$ cat src/rtl/tortoise_pkg.sv
// tortoise_pkg: shared fetch-stage types, sizes and the redirect predicate.
package tortoise_pkg;
    localparam int INSTR_PER_FETCH   = 2;
    localparam int FETCH_QUEUE_DEPTH = 8;
    typedef logic [31:0] addr_t;
    typedef logic [31:0] instr_t;
    typedef enum logic [1:0] {NO_BRANCH, BRANCH, JAL, JALR} cf_t;
    typedef struct packed {
        cf_t   cf;
        logic  is_taken;
        addr_t target_addr;
    } sbe_predict_t;
    typedef struct packed {
        addr_t        pc;
        instr_t       instr;
        sbe_predict_t predict;
    } fetch_entry_t;
    // A slot only steers fetch when it is a real control-flow op predicted taken.
    function automatic logic redirects(sbe_predict_t p);
        return p.is_taken && p.cf != NO_BRANCH;
    endfunction
endpackage

$ cat src/rtl/fetch_compactor.sv
// fetch_compactor: truncates a fetch bundle after the first taken slot and packs survivors.
// Ports: mask/pc/instr/predict = per-slot bundle in; kept_cnt = survivors; taken/target =
// first taken valid slot and its target; entries = survivors packed from index 0 upward.
module fetch_compactor
    import tortoise_pkg::*;
#(
    parameter int NR_INSTR = INSTR_PER_FETCH,
    localparam int KW = $clog2(NR_INSTR + 1)
) (
    input  logic [NR_INSTR-1:0] mask,
    input  addr_t               pc      [NR_INSTR],
    input  instr_t              instr   [NR_INSTR],
    input  sbe_predict_t        predict [NR_INSTR],
    output logic [KW-1:0]       kept_cnt,
    output logic                taken,
    output addr_t               target,
    output fetch_entry_t        entries [NR_INSTR]
);
    logic [NR_INSTR-1:0] kept;
    logic [KW-1:0]       pos [NR_INSTR];

    // pos[i] is the destination of slot i: the number of kept slots below it.
    always_comb begin
        kept     = '0;
        pos      = '{default: '0};
        kept_cnt = '0;
        taken    = 1'b0;
        target   = '0;
        for (int i = 0; i < NR_INSTR; i++) begin
            pos[i]   = kept_cnt;
            kept[i]  = mask[i] && !taken;
            kept_cnt = kept_cnt + KW'(kept[i]);
            if (kept[i] && redirects(predict[i])) begin
                taken  = 1'b1;
                target = predict[i].target_addr;
            end
        end
    end

    always_comb begin
        entries = '{default: '0};
        for (int j = 0; j < NR_INSTR; j++)
            for (int i = 0; i < NR_INSTR; i++)
                if (kept[i] && pos[i] == KW'(j))
                    entries[j] = '{pc: pc[i], instr: instr[i], predict: predict[i]};
    end
endmodule

$ cat src/rtl/fetch_instr_queue.sv
// fetch_instr_queue: circular instruction FIFO between branch scan and decode.
// Ports: fetch_* = bundle in with ready; redirect_* = taken-branch restart; issue_* = head
// out with valid/ready; flush_i empties the queue; count_o = occupied entries.
module fetch_instr_queue
    import tortoise_pkg::*;
#(
    parameter int NR_INSTR = INSTR_PER_FETCH,
    parameter int DEPTH    = FETCH_QUEUE_DEPTH,
    localparam int PW = $clog2(DEPTH),
    localparam int CW = $clog2(DEPTH) + 1,
    localparam int KW = $clog2(NR_INSTR + 1)
) (
    input  logic                clk_i,
    input  logic                rst_i,
    input  logic                flush_i,
    input  logic                fetch_valid_i,
    output logic                fetch_ready_o,
    input  logic [NR_INSTR-1:0] fetch_mask_i,
    input  addr_t               fetch_pc_i    [NR_INSTR],
    input  instr_t              instr_i       [NR_INSTR],
    input  sbe_predict_t        sbe_predict_i [NR_INSTR],
    output logic                redirect_valid_o,
    output addr_t               redirect_pc_o,
    output logic                issue_valid_o,
    input  logic                issue_ready_i,
    output addr_t               issue_pc_o,
    output instr_t              issue_instr_o,
    output sbe_predict_t        issue_predict_o,
    output logic [CW-1:0]       count_o
);
    fetch_entry_t  mem [DEPTH];
    fetch_entry_t  entries [NR_INSTR];
    fetch_entry_t  head;
    logic [PW-1:0] wr_ptr, rd_ptr;
    logic [KW-1:0] kept_cnt;
    logic          taken, accept, dequeue;
    addr_t         target;

    fetch_compactor #(.NR_INSTR(NR_INSTR)) u_compactor (
        .mask(fetch_mask_i), .pc(fetch_pc_i), .instr(instr_i), .predict(sbe_predict_i),
        .kept_cnt(kept_cnt), .taken(taken), .target(target), .entries(entries)
    );

    // Ready reserves room for a whole bundle from the current count only.
    assign fetch_ready_o    = !flush_i && (CW'(DEPTH) - count_o >= CW'(NR_INSTR));
    assign accept           = fetch_valid_i && fetch_ready_o;
    assign redirect_valid_o = accept && taken;
    assign redirect_pc_o    = redirect_valid_o ? target : '0;
    assign issue_valid_o    = count_o != '0;
    assign dequeue          = issue_valid_o && issue_ready_i;
    assign head             = issue_valid_o ? mem[rd_ptr] : '0;
    assign issue_pc_o       = head.pc;
    assign issue_instr_o    = head.instr;
    assign issue_predict_o  = head.predict;

    always_ff @(posedge clk_i or posedge rst_i) begin
        if (rst_i) begin
            wr_ptr  <= '0;
            rd_ptr  <= '0;
            count_o <= '0;
        end else if (flush_i) begin
            wr_ptr  <= '0;
            rd_ptr  <= '0;
            count_o <= '0;
        end else begin
            wr_ptr  <= wr_ptr + (accept ? PW'(kept_cnt) : '0);
            rd_ptr  <= rd_ptr + PW'(dequeue);
            count_o <= count_o + (accept ? CW'(kept_cnt) : '0) - CW'(dequeue);
        end
    end

    always_ff @(posedge clk_i) begin
        if (accept)
            for (int j = 0; j < NR_INSTR; j++)
                if (KW'(j) < kept_cnt)
                    mem[wr_ptr + PW'(j)] <= entries[j];
    end
endmodule

$ cat config.mk
export PLATFORM = sky130hd
export DESIGN_NAME = fetch_instr_queue
export DESIGN_NICKNAME = d
export VERILOG_FILES = /design/src/rtl/tortoise_pkg.sv /design/src/rtl/fetch_compactor.sv /design/src/rtl/fetch_instr_queue.sv
export SDC_FILE = /design/constraint.sdc
export NUM_CORES = 2
export LEC_CHECK = 0
export BUFFER_PORTS_ARGS = -buffer_cell sky130_fd_sc_hd__buf_2
export CORE_UTILIZATION = 30
export CTS_CLUSTER_SIZE = 20
export DETAILED_ROUTE_END_ITERATION = 16
export SLEW_MARGIN = 20
export SYNTH_ARGS = -nofsm -noshare
export SYNTH_HDL_FRONTEND = slang
export SYNTH_HIERARCHICAL = 1
export SYNTH_SLANG_ARGS = --single-unit
$ cat constraint.sdc
create_clock -name clk_i -period 7.45 [get_ports clk_i]
set_input_delay 1.49 -clock clk_i [delete_from_list [all_inputs] [get_ports clk_i]]
set_output_delay 1.49 -clock clk_i [all_outputs]
set_load 0.02 [all_outputs]
==> results.sh <==
export IMPL_fp_dieArea_um2=145000
export IMPL_vias_per_cell=5.25
export IMPL_fmax_ghz=0.198
export IMPL_hold_path_end="count_o[0]$_DFF_PP0_"
export IMPL_ctsResizeCount=0
export IMPL_setup_tns_ns=0
export IMPL_fin_crit_sh=0.678
export IMPL_period_needed_ns=5.05
export IMPL_finalPower_w=0.0135
export IMPL_synth_edff_count=792
export IMPL_antenna_found_initial=6
export IMPL_cap_violations=0
export IMPL_holdCritPathClass="flop to flop"
export IMPL_htreeDepth=3
export IMPL_final_area_um2=49800
export IMPL_syn_area_per_cell_um2=16.2
export IMPL_drt_initial_drc_count=2159
export IMPL_post_cts_buffers=0
export IMPL_worstSetupEndpointType="primary output"
export IMPL_reg2regPathDepth=8
export IMPL_setup_viol=0
export IMPL_reg2reg_from="count_o[0]$_DFF_PP0_"
export IMPL_final_antenna_net_count=0
export IMPL_yosys_area_top_type="edfxtp_1"
export IMPL_insertion_delay_ns=0.68
export IMPL_power_density_nw_per_um2=271
export IMPL_synthCells=2650
export IMPL_dp_slack_ns=2.24
export IMPL_r2r_setup_slack_ns=3.50
export IMPL_tightest_slew_ns=1.07
export IMPL_io_pins=343
export IMPL_whs_path_depth=2
export IMPL_worstSetupStartpointType="input pin"
export IMPL_regArea_um2=24000
export IMPL_core_area_um2=142000
export IMPL_cpMaxStageDelayCell="buf_4"
export IMPL_fp_dieH_um=381
export IMPL_n_antenna_cell=0
export IMPL_final_nets=3144
export IMPL_grt_remaining_overflow=0
export IMPL_vias=25700
export IMPL_rows=138
export IMPL_grt_pass1_vias=26700
export IMPL_grt_usage=0.179
export IMPL_area_growth_pct=15.7
export IMPL_grt_pass1_wl_mm=191
export IMPL_slowest_delay_ns=0.61
export IMPL_wirelength_mm=132
export IMPL_rr_endpoint="mem[2][12]$_DFFE_PP_"
export IMPL_numPortBuffers=342
export IMPL_rsz0062_at_grt="no"
export IMPL_critical_path_most_common_cell="buf_4"
export IMPL_cts_buffers=93
export IMPL_cts_tree="built"
export IMPL_synth_fp_nets=2869
export IMPL_ys_types=41
export IMPL_grt_max_degree=77
export IMPL_drc=0
export IMPL_utilization=0.351
export IMPL_final_layout_size_suffix_gt1_frac=0.503
export IMPL_ys_seq_area_frac=0.558
export IMPL_netlist_top_cells_area="edfxtp_1, mux2_2, mux4_2"
export IMPL_clkTransAtPathRegs_ns=0.06
export IMPL_cp_cell_sequence="buf_4 > o211ai_4 > buf_4 > o21ai_2 > buf_4 > and3_1 > buf_2"
export IMPL_start_util=0.303
export IMPL_maxSlewHeadroom=0.286
export IMPL_cts_path_max_buffers=3
export IMPL_num_fill_cells=13700
export IMPL_finalHoldViolations=0
export IMPL_yosysWarnings=6
export IMPL_crit_type="input pin to primary output"
export IMPL_dpl_cell_area_um2=46900
export IMPL_cts_hold_buf=0
export IMPL_maxSlewViolCount=0
export IMPL_gp_congestion=0.752
export IMPL_worstPathRequired_ns=5.96
export IMPL_yosys_register_bits=802
export IMPL_hold_path_startpoint="count_o[0]$_DFF_PP0_"
export IMPL_drtPass1Iterations=5
export IMPL_synthArstFlopShare=0.0125
export IMPL_p_leak_nw=17.8
export IMPL_multiInputGateArea_um2=18000
export IMPL_finClkSkew_ns=0.0183
export IMPL_synth_ff_type="edfxtp_1"
export IMPL_fp_dieW_um=381
export IMPL_wl_per_cell_um=27.1
export IMPL_arrival_ns=3.56
export IMPL_dp_hpwl_mm=75.7
export IMPL_syn_area_um2=43000
export IMPL_path_max_fanout=52
export IMPL_synth_top_area_frac=0.552
export IMPL_cts_sinks=802
export IMPL_root_buffer="clkbuf_16"
export IMPL_ir_drop_uv=315
export IMPL_status="complete, no violations"
export IMPL_fin_ws_ns=2.40
-- registers in the layout, indices dropped and copies added (netlist names) --
register / cells
count_o: 4
wr_ptr: 3
mem: 792
rd_ptr: 3
-- metal layers --
metal | up-vias | share of wire | GRT usage
met3 | 120 | 0.058 | 0.0286
met4 | 2 | 0.014 | 0.0370
met1 | 13500 | 0.47 | 0.259
met5 | - | 0.00013 | 0
li1 | 11300 | - | -
met2 | 812 | 0.46 | 0.282
-- where the power goes --
part	total (W)	switching, W	internal, W	leakage [nW]
Sequential	0.00528	0.000116	0.00516	7.35
Combinational	0.00385	0.00227	0.00159	9.01
Clock	0.00436	0.00189	0.00247	1.40
-- synth_stat cells (5+ instances only) --
cell type	n
mux2_1	34
buf_4	11
nand2_1	8
nand3_1	5
nor2b_1	9
mux2i_1	131
buf_2	110
a21oi_1	9
and2_1	6
edfxtp_1	792
nor2_1	116
inv_1	44
clkbuf_1	69
a22o_1	98
mux4_2	198
buf_1	24
o2111ai_1	32
and3_1	131
nor3_1	6
buf_6	6
dfrtp_1	10
ha_1	12
mux2_2	758
-- worst max-delay path: cells and delay by family --
kind	cells	cell delay, ns
buffers and inverters	4	1.51
AND/OR/NAND/NOR	1	0.24
AO/OA/AOI/OAI	2	0.24
-- worst max-delay path by stage --
stage | slack, ns | start | to
floorplan | 0.15 | fetch_mask_i[1] | mem[5][0]$_DFFE_PP_
global placement | 2.28 | fetch_mask_i[0] | mem[1][86]$_DFFE_PP_
detailed placement | 2.24 | fetch_mask_i[0] | mem[0][10]$_DFFE_PP_
CTS | 2.32 | rd_ptr[0]$_DFF_PP0_ | issue_predict_o[30]
global route | 2.26 | fetch_mask_i[0] | redirect_pc_o[24]
finish | 2.40 | fetch_mask_i[0] | redirect_pc_o[24]
-- cells by family after synthesis --
logic type | synth area share
adder cells (fa/ha/maj) | 0.00442
XOR/XNOR | 0.00122
buffers and inverters | 0.0282
AO/OA/AOI/OAI | 0.0294
flip-flops | 0.558
multiplexers | 0.341
AND/OR/NAND/NOR | 0.0372
-- stage by stage --
stage          cells  hold WS, ns
6_report        4890        0.731
3_5_place_dp    4720        0.723
5_1_grt         4890        0.792
4_1_cts         4890        0.739
3_3_place_gp    4720        0.716
2_1_floorplan   2650        0.580
-- cell type report --
cell class                 instances  share of cell area
clock buffer                     116              0.0491
clock inverter                    54             0.00849
inverter                          44             0.00332
multi-input combinational       1584               0.361
sequential                       802               0.483
tap                             1890              0.0475
timing repair buffer             400              0.0479
-- cells in the final DEF, fill, tap and decap left out, types with 19 or more instances in the layout --
cell type,Yosys,layout
edfxtp_1,792,792
mux2_2,758,758
buf_2,110,341
mux4_2,198,198
mux2i_1,131,131
and3_1,131,131
nor2_1,116,111
a22o_1,98,98
clkbuf_16,0,94
inv_1,44,44
buf_4,11,40
mux2_1,34,34
o2111ai_1,32,32
clkinv_1,0,24
clkbuf_1,69,21
buf_12,0,19
No activity file was read; power rests on OpenSTA's default activity.
